<file path="config.mk">
export PLATFORM = sky130hd
export DESIGN_NAME = seg_scan_ctrl_flat
export DESIGN_NICKNAME = d
export VERILOG_FILES = /design/src/rtl/seg_scan_if.sv /design/src/rtl/seg_scan_ctrl.sv /design/src/flat_wrapper.sv
export SDC_FILE = /design/constraint.sdc
export NUM_CORES = 1
export LEC_CHECK = 0
export BUFFER_PORTS_ARGS = -buffer_cell sky130_fd_sc_hd__buf_4
export CORE_MARGIN = 4
export CORE_UTILIZATION = 50
export CTS_CLUSTER_DIAMETER = 60
export DETAILED_ROUTE_END_ITERATION = 7
export PLACE_DENSITY = 0.74
export SLEW_MARGIN = 0
export SYNTH_ARGS = -nofsm -noshare
export SYNTH_HDL_FRONTEND = slang
export SYNTH_SLANG_ARGS = --single-unit
</file>
<file path="constraint.sdc">
create_clock -name clk -period 3.65 [get_ports clk]
set_input_delay 0.73 -clock clk [delete_from_list [all_inputs] [get_ports clk]]
set_output_delay 0.73 -clock clk [all_outputs]
set_load 0.005 [all_outputs]
</file>
<file path="src/rtl/seg_scan_if.sv">
// Bundle of the value-producer inputs and the decoder/anode outputs of the
// 7-segment scan controller. The producer side drives the buffer inputs and
// observes the scan outputs; the controller side is the reverse.
interface seg_scan_if #(
    parameter int N_DIGITS = 4
);
    localparam int IDX_W = (N_DIGITS > 1) ? $clog2(N_DIGITS) : 1;

    logic                  enable;
    logic                  load;
    logic [4*N_DIGITS-1:0] value;
    logic [N_DIGITS-1:0]   dp_in;
    logic [N_DIGITS-1:0]   blank_mask;
    logic [3:0]            bcd_sel;
    logic [N_DIGITS-1:0]   an;
    logic                  dp;
    logic [IDX_W-1:0]      digit_idx;
    logic                  frame_done;

    modport master (
        output enable, load, value, dp_in, blank_mask,
        input  bcd_sel, an, dp, digit_idx, frame_done
    );

    modport slave (
        input  enable, load, value, dp_in, blank_mask,
        output bcd_sel, an, dp, digit_idx, frame_done
    );
endinterface

</file>
<file path="src/rtl/seg_scan_ctrl.sv">
// Time-multiplexed 7-segment scan controller. One digit is selected per slot;
// each slot opens with a blanking interval (all anodes off) followed by the
// lit interval. The displayed value is double-buffered: loads go to a pending
// buffer that is copied to the display buffer only at a frame boundary, so a
// frame is never torn. All outputs are registered and computed from the
// next-state values so they line up exactly with the state they describe.
module seg_scan_ctrl #(
    parameter int N_DIGITS       = 4,
    parameter int SLOT_CYCLES    = 50000,
    parameter int BLANK_CYCLES   = 16,
    parameter int AN_ACTIVE_HIGH = 0
) (
    input  logic       clk,
    input  logic       reset,
    seg_scan_if.slave  bus
);
    localparam int IDX_W = (N_DIGITS > 1) ? $clog2(N_DIGITS) : 1;
    localparam int CNT_W = $clog2(SLOT_CYCLES + 1);

    localparam logic [IDX_W-1:0]    LAST_IDX   = IDX_W'(N_DIGITS - 1);
    localparam logic [CNT_W-1:0]    BLANK_LAST = CNT_W'(BLANK_CYCLES - 1);
    localparam logic [CNT_W-1:0]    SLOT_LAST  = CNT_W'(SLOT_CYCLES - 1);
    localparam logic [N_DIGITS-1:0] AN_OFF     = (AN_ACTIVE_HIGH != 0) ? '0 : '1;

    typedef enum logic [1:0] {
        IDLE  = 2'd0,
        BLANK = 2'd1,
        SHOW  = 2'd2
    } state_t;

    // Scan state
    state_t            state_reg, state_next;
    logic [CNT_W-1:0]  slot_cnt_reg, slot_cnt_next;
    logic [IDX_W-1:0]  digit_idx_reg, digit_idx_next;
    logic              boundary;

    // Display (committed) and pending buffers
    logic [4*N_DIGITS-1:0] disp_value_reg, disp_value_next;
    logic [N_DIGITS-1:0]   disp_dp_reg, disp_dp_next;
    logic [N_DIGITS-1:0]   disp_blank_reg, disp_blank_next;
    logic [4*N_DIGITS-1:0] pend_value_reg, pend_value_next;
    logic [N_DIGITS-1:0]   pend_dp_reg, pend_dp_next;
    logic [N_DIGITS-1:0]   pend_blank_reg, pend_blank_next;
    logic                  pend_valid_reg, pend_valid_next;
    logic                  commit;

    // Registered outputs and their next values
    logic [N_DIGITS-1:0] an_reg, an_next;
    logic [3:0]          bcd_sel_reg, bcd_sel_next;
    logic                dp_reg, dp_next;
    logic                frame_done_reg, frame_done_next;
    logic [N_DIGITS-1:0] an_on_next;
    logic [3:0]          nib_next [N_DIGITS];

    // Next scan position; boundary marks a frame start (wrap to digit 0 or idle exit)
    always_comb begin
        state_next     = state_reg;
        slot_cnt_next  = slot_cnt_reg;
        digit_idx_next = digit_idx_reg;
        boundary       = 1'b0;
        if (!bus.enable) begin
            state_next     = IDLE;
            slot_cnt_next  = '0;
            digit_idx_next = '0;
        end else begin
            case (state_reg)
                IDLE: begin
                    state_next     = BLANK;
                    slot_cnt_next  = '0;
                    digit_idx_next = '0;
                    boundary       = 1'b1;
                end
                BLANK: begin
                    slot_cnt_next = slot_cnt_reg + 1'b1;
                    if (slot_cnt_reg == BLANK_LAST) begin
                        state_next = SHOW;
                    end
                end
                SHOW: begin
                    if (slot_cnt_reg == SLOT_LAST) begin
                        state_next    = BLANK;
                        slot_cnt_next = '0;
                        if (digit_idx_reg == LAST_IDX) begin
                            digit_idx_next = '0;
                            boundary       = 1'b1;
                        end else begin
                            digit_idx_next = digit_idx_reg + 1'b1;
                        end
                    end else begin
                        slot_cnt_next = slot_cnt_reg + 1'b1;
                    end
                end
                default: begin
                    state_next     = IDLE;
                    slot_cnt_next  = '0;
                    digit_idx_next = '0;
                end
            endcase
        end
    end

    // Buffer update: load writes pending; a boundary commit takes a same-cycle load directly
    always_comb begin
        commit          = boundary && (pend_valid_reg || bus.load);
        pend_value_next = bus.load ? bus.value      : pend_value_reg;
        pend_dp_next    = bus.load ? bus.dp_in      : pend_dp_reg;
        pend_blank_next = bus.load ? bus.blank_mask : pend_blank_reg;
        pend_valid_next = commit ? 1'b0 : (bus.load || pend_valid_reg);
        disp_value_next = commit ? pend_value_next : disp_value_reg;
        disp_dp_next    = commit ? pend_dp_next    : disp_dp_reg;
        disp_blank_next = commit ? pend_blank_next : disp_blank_reg;
    end

    // Per-digit nibble split and anode decode against the next scan position
    generate
        for (genvar gi = 0; gi < N_DIGITS; gi++) begin : g_digit
            assign nib_next[gi]   = disp_value_next[4*gi +: 4];
            assign an_on_next[gi] = (state_next == SHOW) &&
                                    (digit_idx_next == IDX_W'(gi)) &&
                                    !disp_blank_next[gi];
        end
    endgenerate

    // Output values for the cycle after the coming edge
    always_comb begin
        an_next         = (AN_ACTIVE_HIGH != 0) ? an_on_next : ~an_on_next;
        bcd_sel_next    = (state_next == IDLE) ? 4'd0 : nib_next[digit_idx_next];
        dp_next         = (state_next != IDLE) && disp_dp_next[digit_idx_next];
        frame_done_next = (state_next == SHOW) && (slot_cnt_next == SLOT_LAST) &&
                          (digit_idx_next == LAST_IDX);
    end

    // Scan FSM with registered outputs
    always_ff @(posedge clk) begin
        if (reset) begin
            state_reg      <= IDLE;
            slot_cnt_reg   <= '0;
            digit_idx_reg  <= '0;
            an_reg         <= AN_OFF;
            bcd_sel_reg    <= 4'd0;
            dp_reg         <= 1'b0;
            frame_done_reg <= 1'b0;
        end else begin
            state_reg      <= state_next;
            slot_cnt_reg   <= slot_cnt_next;
            digit_idx_reg  <= digit_idx_next;
            an_reg         <= an_next;
            bcd_sel_reg    <= bcd_sel_next;
            dp_reg         <= dp_next;
            frame_done_reg <= frame_done_next;
        end
    end

    // Pending and display buffers; reset leaves every digit forced dark
    always_ff @(posedge clk) begin
        if (reset) begin
            disp_value_reg <= '0;
            disp_dp_reg    <= '0;
            disp_blank_reg <= '1;
            pend_value_reg <= '0;
            pend_dp_reg    <= '0;
            pend_blank_reg <= '1;
            pend_valid_reg <= 1'b0;
        end else begin
            disp_value_reg <= disp_value_next;
            disp_dp_reg    <= disp_dp_next;
            disp_blank_reg <= disp_blank_next;
            pend_value_reg <= pend_value_next;
            pend_dp_reg    <= pend_dp_next;
            pend_blank_reg <= pend_blank_next;
            pend_valid_reg <= pend_valid_next;
        end
    end

    assign bus.an         = an_reg;
    assign bus.bcd_sel    = bcd_sel_reg;
    assign bus.dp         = dp_reg;
    assign bus.digit_idx  = digit_idx_reg;
    assign bus.frame_done = frame_done_reg;

endmodule

</file>
<file path="src/flat_wrapper.sv">
// flat-port wrapper written by rule: the top's interface ports become plain ports
module seg_scan_ctrl_flat 
#(
    parameter int N_DIGITS       = 4,
    parameter int SLOT_CYCLES    = 50000,
    parameter int BLANK_CYCLES   = 16,
    parameter int AN_ACTIVE_HIGH = 0
)
  (clk, reset, bus_enable, bus_load, bus_value, bus_dp_in, bus_blank_mask, bus_bcd_sel, bus_an, bus_dp, bus_digit_idx, bus_frame_done);
  seg_scan_if #(.N_DIGITS(N_DIGITS)) bus_i ();
  input  logic clk;
  input  logic reset;
  input wire logic [$bits(bus_i.enable)-1:0] bus_enable;
  input wire logic [$bits(bus_i.load)-1:0] bus_load;
  input wire logic [$bits(bus_i.value)-1:0] bus_value;
  input wire logic [$bits(bus_i.dp_in)-1:0] bus_dp_in;
  input wire logic [$bits(bus_i.blank_mask)-1:0] bus_blank_mask;
  output wire logic [$bits(bus_i.bcd_sel)-1:0] bus_bcd_sel;
  output wire logic [$bits(bus_i.an)-1:0] bus_an;
  output wire logic [$bits(bus_i.dp)-1:0] bus_dp;
  output wire logic [$bits(bus_i.digit_idx)-1:0] bus_digit_idx;
  output wire logic [$bits(bus_i.frame_done)-1:0] bus_frame_done;
  assign bus_i.enable = bus_enable;
  assign bus_i.load = bus_load;
  assign bus_i.value = bus_value;
  assign bus_i.dp_in = bus_dp_in;
  assign bus_i.blank_mask = bus_blank_mask;
  assign bus_bcd_sel = bus_i.bcd_sel;
  assign bus_an = bus_i.an;
  assign bus_dp = bus_i.dp;
  assign bus_digit_idx = bus_i.digit_idx;
  assign bus_frame_done = bus_i.frame_done;
  seg_scan_ctrl #(.N_DIGITS(N_DIGITS), .SLOT_CYCLES(SLOT_CYCLES), .BLANK_CYCLES(BLANK_CYCLES), .AN_ACTIVE_HIGH(AN_ACTIVE_HIGH)) u_core (.clk(clk), .reset(reset), .bus(bus_i));
endmodule
</file>
== After elaboration in Yosys (flattened, before gate mapping) ==
Cells that the tools add are included.

* Flip-flop bits (word level): 79
* Bits in latches: 0
* RAM bits: 0
* ROM bits: 0
* Input bits: 28
* Output and inout port bits: 12
* Word-level logic and storage cells: 79
* Memories kept: 0

* $add $sub $neg: 2
* Multipliers: 0
* Divide/modulo/power cells: 0
* $lt $le $gt $ge: 2
* Equal/unequal tests: 10
* Shift-type cells: 0
* Mux-type cells: 26
* Bitwise logic cells: 2
* Reduce and logical (&&, ||, !) cells: 23

{| class="wikitable"
|+ Operators by type and width
! kind !! number
|-
| 2-to-1 mux 16 bit || 4
|-
| == test 16 bit (second input constant) || 2
|-
| case mux 16 bit (2 select lines) || 1
|-
| 2-to-1 mux 4 bit || 6
|-
| adder 16 x 1 -> 16 bit (second input constant) || 1
|-
| == test 16 x 4 -> 1 bit (second input constant) || 1
|-
| logical AND 1 bit || 12
|-
| 2-to-1 mux 2 bit || 6
|-
| == test 2 bit (second input constant) || 5
|-
| binary-select mux 4 bit (select 2 bit) || 1
|-
| zero test 2 bit || 3
|-
| case mux 2 bit (3 select lines) || 1
|-
| == test 2 x 1 -> 1 bit (second input constant) || 2
|-
| zero test 1 bit || 4
|-
| 2-to-1 mux 1 bit || 4
|-
| inverter 4 bit || 1
|-
| case mux 2 bit (2 select lines) || 1
|-
| OR reduction 2 bit || 2
|-
| greater-or-equal comparator 3 bit (second input constant) || 1
|-
| less-than comparator 2 x 3 -> 1 bit (second input constant) || 1
|-
| inverter 2 -> 3 bit || 1
|-
| adder 2 x 1 -> 2 bit (second input constant) || 1
|-
| binary-select mux 1 bit (select 2 bit) || 1
|-
| case mux 1 bit (2 select lines) || 1
|-
| 2 further kinds || 2
|}

== Depth between registers and ports, before layout ==
Gate-level depths: netlist (run 1).

* Depth in word-level cells: 10
* Gate-level depth with buffers: 11
* Mapped depth without buffers: 8

== Worst setup path before layout (run 1) ==
OpenSTA, ideal clock, no wires.

* Path type: input port to flip-flop
* Start: input port bus_load
* End: register u_core.an_reg[2] (netlist: u_core.bus.an[2])
* Library setup time: 0.127 ns
* Data arrival time: 2.635 ns
* Required time: 3.523 ns
* Slack: 0.888 ns
* Cell stages on the path: 8
* Path buffers: 3
* Cell sequence: clkbuf_1 o21a_1 and2_1 clkbuf_1 a31oi_1 clkbuf_1 o21ai_0 or3b_1

* Cells in the longest elaborated chain, start to end: 6
* Elaborated cells on any way between the ends: 7
* Those cells by class: mux: 2; bitwise: 1; reduce/logical: 4

{| class="wikitable"
|+ RTL lines
! element !! RTL line !! text
|-
| from (decl) || flat_wrapper.sv:14 || <nowiki>input wire logic [$bits(bus_i.load)-1:0] bus_load;</nowiki>
|-
| logical OR 1 bit || seg_scan_ctrl.sv:104 || <nowiki>commit = boundary && (pend_valid_reg || bus.load);</nowiki>
|-
| logical AND 1 bit || seg_scan_ctrl.sv:104 ||
|-
| 2-to-1 mux 4 bit * || seg_scan_ctrl.sv:111 || <nowiki>disp_blank_next = commit ? pend_blank_next : disp_blank_reg;</nowiki>
|-
| zero test 1 bit * || seg_scan_ctrl.sv:120 || <nowiki>!disp_blank_next[gi];</nowiki>
|-
| logical AND 1 bit * || seg_scan_ctrl.sv:119 || <nowiki>(digit_idx_next == IDX_W'(gi)) &&</nowiki>
|-
| inverter 4 bit * || seg_scan_ctrl.sv:126 || <nowiki>an_next = (AN_ACTIVE_HIGH != 0) ? an_on_next : ~an_on_next;</nowiki>
|-
| to (signal assigned) || seg_scan_ctrl.sv:147 || <nowiki>an_reg <= an_next;</nowiki>
|-
| to (decl) || seg_scan_ctrl.sv:48 || <nowiki>logic [N_DIGITS-1:0] an_reg, an_next;</nowiki>
|}

Every way passes the cells marked *; elsewhere a longest branch is shown, timed or not.
A chain may end at the register's enable or synchronous reset.

== Worst setup path in the final report (run 1) ==
* Start: register u_core.slot_cnt_reg[10]
* End: register u_core.an_reg[2] (netlist: u_core.bus.an[2])

* Cells in the longest elaborated chain, start to end: 9
* Elaborated cells on any way between the ends: 20
* Those cells by class: eq/ne: 4; mux: 11; bitwise: 1; reduce/logical: 4

{| class="wikitable"
|+ RTL lines
! element !! RTL line !! text
|-
| from (decl) || seg_scan_ctrl.sv:33 || <nowiki>logic [CNT_W-1:0] slot_cnt_reg, slot_cnt_next;</nowiki>
|-
| from (signal assigned) || seg_scan_ctrl.sv:145 || <nowiki>slot_cnt_reg <= slot_cnt_next;</nowiki>
|-
| == test 16 bit || seg_scan_ctrl.sv:80 || <nowiki>if (slot_cnt_reg == SLOT_LAST) begin</nowiki>
|-
| 2-to-1 mux 1 bit || seg_scan_ctrl.sv:80 ||
|-
| case mux 1 bit (2 select lines) || seg_scan_ctrl.sv:66 || <nowiki>case (state_reg)</nowiki>
|-
| 2-to-1 mux 1 bit || seg_scan_ctrl.sv:61 || <nowiki>if (!bus.enable) begin</nowiki>
|-
| logical AND 1 bit || seg_scan_ctrl.sv:104 ||
|-
| 2-to-1 mux 4 bit || seg_scan_ctrl.sv:111 ||
|-
| zero test 1 bit || seg_scan_ctrl.sv:120 ||
|-
| logical AND 1 bit * || seg_scan_ctrl.sv:119 ||
|-
| inverter 4 bit * || seg_scan_ctrl.sv:126 ||
|}

Marked as above.

==> results of run 1 <==
-- report_power, final --
part | switching, mW | leakage (nW) | internal [mW] | total (mW)
registers | 0.0126 | 0.647 | 0.902 | 0.915
logic | 0.0898 | 0.837 | 0.0728 | 0.163
clock network | 0.332 | 0.120 | 0.456 | 0.789
-- final cells by class --
type / instances / area [um^2] / area share [%]
clock buffers: 9 / 124 / 3.02
inverters: 5 / 18.8 / 0.458
well taps: 96 / 120 / 2.93
clock inverters: 7 / 120 / 2.93
flip-flops and latches: 79 / 1580 / 38.6
multi-input cells: 275 / 1820 / 44.4
repair buffers: 42 / 315 / 7.69
-- through the flow --
step | setup slack (ns) | total power [mW] | cells | utilization (%)
4_1_cts | 0.707 | 1.88 | 513 | 60.3
5_1_grt | 0.459 | 1.95 | 513 | 60.3
6_report | 0.680 | 1.87 | 513 | 60.3
2_1_floorplan | 0.888 | 1.04 | 382 | -
3_3_place_gp | 0.816 | 1.09 | 497 | 56.8
3_5_place_dp | 0.732 | 1.10 | 497 | 56.8
-- layer usage --
metal  vias up  track usage, %
li1       1436               -
met1      1294            26.0
met2        57            28.7
met3        13            4.76
met4         0            8.04
met5         -               0
-- layout by cell type, fill, tap and decap left out, types with 3 or more instances in the layout --
cell type  instances
xnor2_1            8
nor2b_1            5
a221oi_1           9
nand3_1           14
or4_1              4
bufinv_16          3
ha_1               6
nor4_1             7
and3_1             9
inv_1              5
nand2_1           17
a311oi_1           3
and2_1             6
mux2i_1           23
nand2b_1           7
clkbuf_8           9
buf_4             42
nor3_1             5
a2111oi_0          4
xor2_1             8
o21ai_0           11
or3_1              3
dfxtp_1           79
a211oi_1          19
and3b_1            3
nor2_1            67
a21oi_1            3
-- path summary, 6_finish.rpt --
kind,to,slack [ns],cells after the start
min reg2reg,u_core.disp_blank_reg[3],0.46,1
max,u_core.bus.an[2],0.68,6
min,u_core.disp_blank_reg[3],0.46,1
max reg2reg,u_core.bus.an[2],0.68,6
-- cells by family after synthesis --
| kind of cell | count (synthesis) | synth area share, % |
|---|---|---|
| AND/OR/NAND/NOR | 160 | 23.3 |
| adder cells (fa/ha/maj) | 6 | 2.14 |
| multiplexers | 26 | 7.62 |
| XOR/XNOR | 16 | 3.99 |
| flip-flops | 79 | 45.0 |
| buffers and inverters | 28 | 3.13 |
| AO/OA/AOI/OAI | 67 | 14.7 |
-- critical path, cell delays in order, from the launching register on --
cell	delay, ns
dfxtp_1	0.38
or4_4	0.58
nor4_4	0.39
mux2_4	0.36
a31o_2	0.33
nor4_1	0.44
or3b_1	0.38
==> flow_metrics.tcl, run 1 <==
set metrics [dict create \
    dieArea_um2 8430 \
    fillCellCount 599 \
    hold_viol_final 0 \
    via_per_inst 5.46 \
    wl_met1_mm 3.64 \
    dp_hpwl_mm 5.20 \
    final_nets 446 \
    total_leakage_power_nw 1.60 \
    drt_drc_violations_left 0 \
    max_freq_ghz 0.337 \
    async_flop_share_pct 0 \
    p_per_area_nw_per_um2 455 \
    synth_top_cell_by_area "dfxtp_1" \
    fin_skew_ns 0.00738 \
    grt_max_degree 56 \
    grt_pass1_wl_mm 12.9 \
    r2r_start "u_core.slot_cnt_reg[10]" \
    antenna_found_initial 0 \
    syn_area_um2 3510 \
    synth.net_count 416 \
    period_needed_ns 2.97 \
    ys_warn_count 0 \
    start_util_pct 51.7 \
    die_h_um 91.8 \
    cts_setup_buffers 0 \
    met2_length_mm 3.43 \
    overflow 0 \
    yosys-top-cells-count "dfxtp_1 (79), nor2_1 (67), mux2i_1 (23)" \
    numCtsBuffers 9 \
    placed_area_um2 3860 \
    worstPathMaxFanout 10 \
    highest_layer "met4" \
    die_width_um 91.8 \
    wl_met3_um 349 \
    hold_class "flip-flop to flip-flop" \
    crit_arrival_ns 3.21 \
    gp_congestion 0.843 \
    worst_pin_slew_ns 0.800 \
    syn2layout_area_growth_pct 16.7 \
    cts_resized 0 \
    timing_max_transition_violations_final 0 \
    coreArea_um2 6790 \
    port_buffers 39 \
    ys_ff_latch 79 \
    clkLatencyLatePin_ns 0.35 \
    synth_area_leaders "dfxtp_1 (45%), nor2_1 (7.2%), mux2i_1 (6.6%), a211oi_1 (4.1%), a221oi_1 (2.2%)" \
    outcome "completed" \
    setup_violations 0 \
    grt_pass1_vias 2654 \
    yosysTopAreaCellShare_pct 45.0 \
    clock_path_buffers 2 \
    finalCritPeriodShare_pct 81.4 \
    tns_ns 0 \
    synth_edf_count 0 \
    root_buffer "clkbuf_8" \
    num_io_pins 40 \
    postSynthAreaPerCell_um2 9.19 \
    htreeDepth 3 \
    path_clk_slew_ns 0.08 \
    slew-limit-headroom_pct 46.1 \
    synthCells 382 \
    cts_tree "yes" \
    cp-start-kind "flip-flop" \
    cap_violations 0 \
    yosysUniqueCellTypes 55 \
    cts_hold_buffers 0 \
    rsz0062_at_grt "false" \
    ir_worst_vdd_v 0.000307 \
    synth_ff_type "dfxtp_1" \
    grt_use_total_pct 19.1 \
    final_cell_area_um2 4100 \
    drt_iter0_drc 134 \
    num_vias 2800 \
    setup.worst_path.end_class "flip-flop" \
    drive_gt1_share_pct 16.8 \
    antenna_left 0 \
    clock_sinks 79 \
    hold_start "u_core.disp_blank_reg[3]" \
    yosysSeqAreaShare_pct 45.0 \
    rows 30 \
    required_ns 3.89 \
    synth.most_common_cell "dfxtp_1" \
    dr.pass1.iters 4 \
    hold_ws_ns 0.461 \
    worstSetupStartpoint "u_core.slot_cnt_reg[10]" \
    totalWireLength_mm 7.57 \
    diodes 0 \
    criticalPathCategory "flip-flop to flip-flop" \
    post_drt_wl_per_cell_um 14.7 \
]
Power figures use the tool's default switching activity.
==> run 2: changes to the inputs <==
--- a/config.mk
+++ b/config.mk
@@ -10,7 +10,7 @@
 export CORE_UTILIZATION = 50
 export CTS_CLUSTER_DIAMETER = 60
 export DETAILED_ROUTE_END_ITERATION = 7
-export PLACE_DENSITY = 0.74
+export PLACE_DENSITY = 0.77
 export SLEW_MARGIN = 0
 export SYNTH_ARGS = -nofsm -noshare
 export SYNTH_HDL_FRONTEND = slang
==> constraint.sdc (replaced) <==
create_clock -name clk -period 2.7 [get_ports clk]
set_input_delay 0.54 -clock clk [delete_from_list [all_inputs] [get_ports clk]]
set_output_delay 0.54 -clock clk [all_outputs]
set_load 0.005 [all_outputs]
==> run 2 against run 1 <==
Net effect: core utilization up 3.5 points; count of clock-buffer cells in the layout grew 1; first-iteration DRC count rose by 55%; register-to-register slack lost 0.60 ns; clock power rose by 22%; critical endpoint unchanged; largest power group unchanged.
==> flow_metrics.tcl, run 2 (same netlist as run 1, synthesis figures left out) <==
set metrics [dict create \
    final_common_cell "dfxtp_1" \
    overflow 0 \
    post_drt_wl_per_cell_um 15.0 \
    finalCritPeriodShare_pct 97.2 \
    antenna_left 0 \
    rows 30 \
    worstSetupStartpoint "u_core.slot_cnt_reg[7]" \
    dr.pass1.iters 5 \
    grt_max_degree 56 \
    hold_start "bus_blank_mask[0]" \
    grt_pass1_wl_mm 13.4 \
    totalWireLength_mm 8.12 \
    coreArea_um2 6790 \
    criticalPathCategory "flip-flop to flip-flop" \
    syn2layout_area_growth_pct 23.6 \
    r2r_start "u_core.slot_cnt_reg[7]" \
    dieArea_um2 8430 \
    drt_drc_violations_left 0 \
    fin_skew_ns 0.0102 \
    final_nets 474 \
    p_clk_share_pct 39.5 \
    diodes 0 \
    path_clk_slew_ns 0.08 \
    p_per_area_nw_per_um2 562 \
    cap_violations 0 \
    gp_congestion 0.834 \
    dpl_worst_slack_ns -0.00369 \
    port_buffers 39 \
    hold_viol_final 0 \
    clock_path_buffers 2 \
    setup.worst_path.end_class "flip-flop" \
    die_h_um 91.8 \
    switchingPower_mw 0.582 \
    hold_class "input port to flip-flop" \
    fin_util_pct 63.9 \
    setup_ws_ns 0.0759 \
    worstPathMaxFanout 5 \
    worst_pin_slew_ns 0.560 \
    final_cell_mix "dfxtp_1 (79), buf_4 (69), nor2_1 (67)" \
    hold_ws_ns 0.401 \
    dp_hpwl_mm 5.75 \
    tns_ns 0 \
    final_cell_area_um2 4340 \
    antenna_found_initial 0 \
    via_per_inst 5.45 \
    start_util_pct 51.7 \
    pwr-share-seq_pct 50.8 \
    drt_iter0_drc 208 \
    cts_tree "yes" \
    max_freq_ghz 0.381 \
    crit_arrival_ns 2.85 \
    p_total_mw 2.44 \
    timing_max_transition_violations_final 0 \
    required_ns 2.93 \
    numCtsBuffers 9 \
    cp-start-kind "flip-flop" \
    dp.cells 522 \
    slew-limit-headroom_pct 62.3 \
    total_leakage_power_nw 1.74 \
    switching_share_pct 23.9 \
    fillCellCount 569 \
    root_buffer "clkbuf_8" \
    num_vias 2950 \
    clock_sinks 79 \
    htreeDepth 3 \
    grt_pass1_vias 2840 \
    die_width_um 91.8 \
    period_needed_ns 2.62 \
    clkLatencyLatePin_ns 0.35 \
    placed_area_um2 4050 \
    cts_hold_buffers 0 \
    comb_power_share_pct 9.7 \
    num_io_pins 40 \
    final_cells 541 \
    setup_violations 0 \
    intPower_mw 1.86 \
    outcome "completed" \
    ir_worst_vdd_v 0.000344 \
    drive_gt1_share_pct 23.4 \
    grt_use_total_pct 19.6 \
]
==> run 2: cell count changes in the layout (fill, tap and decap cells not counted), sizes merged <==
cell	change
bufinv	-1
buf	+28
clkbuf	+1
==> run 2: layer usage <==
layer	GRT usage, %	wire length (um)	share of wire [%]
met1	26.3	3710	46
met3	4.59	386	4.8
met2	30.9	3830	47
met5	0	0	0
met4	6.68	182	2.2
==> run 2: area by class of cell <==
cell class,count,area [um^2],area share (%)
multi-input cells,275,1870,43.1
flip-flops and latches,79,1580,36.4
repair buffers,70,529,12.2
clock buffers,10,128,2.94
well taps,96,120,2.77
clock inverters,6,93.8,2.16
inverters,5,18.8,0.432
==> run 2: worst max-delay path, stage by stage (launching register included) <==
cell and delay [ns]:
dfxtp_1 0.32, or4_4 0.58, nor4_4 0.35, mux2_4 0.35, a31o_2 0.29, nor4_4 0.25, or3b_1 0.36
==> run 2: path summary, 6_finish.rpt <==
| kind | endpoint | slack [ns] | cells after the start |
|---|---|---|---|
| setup / recovery | u_core.bus.an[2] | 0.08 | 6 |
| hold / removal | u_core.pend_blank_reg[0] | 0.40 | 3 |
| setup reg to reg | u_core.bus.an[2] | 0.08 | 6 |
| hold reg to reg | u_core.disp_blank_reg[1] | 0.46 | 1 |
==> run 2: power by group through the flow <==
stage                     Sequential, mW  Clock [mW]  Combinational, mW
after floorplan                     1.26           0              0.152
after global placement              1.26           0              0.226
after detailed placement            1.27           0              0.233
after CTS                           1.24       0.979              0.235
after global routing                1.24        1.03              0.265
final                               1.24       0.962              0.236
==> run 2: what timing repair did <==
item,CTS,global route
resized for setup,3,6
endpoints found under the setup margin,3,7
pin swaps,0,3
buffers inserted,3,0
gates cloned,0,0
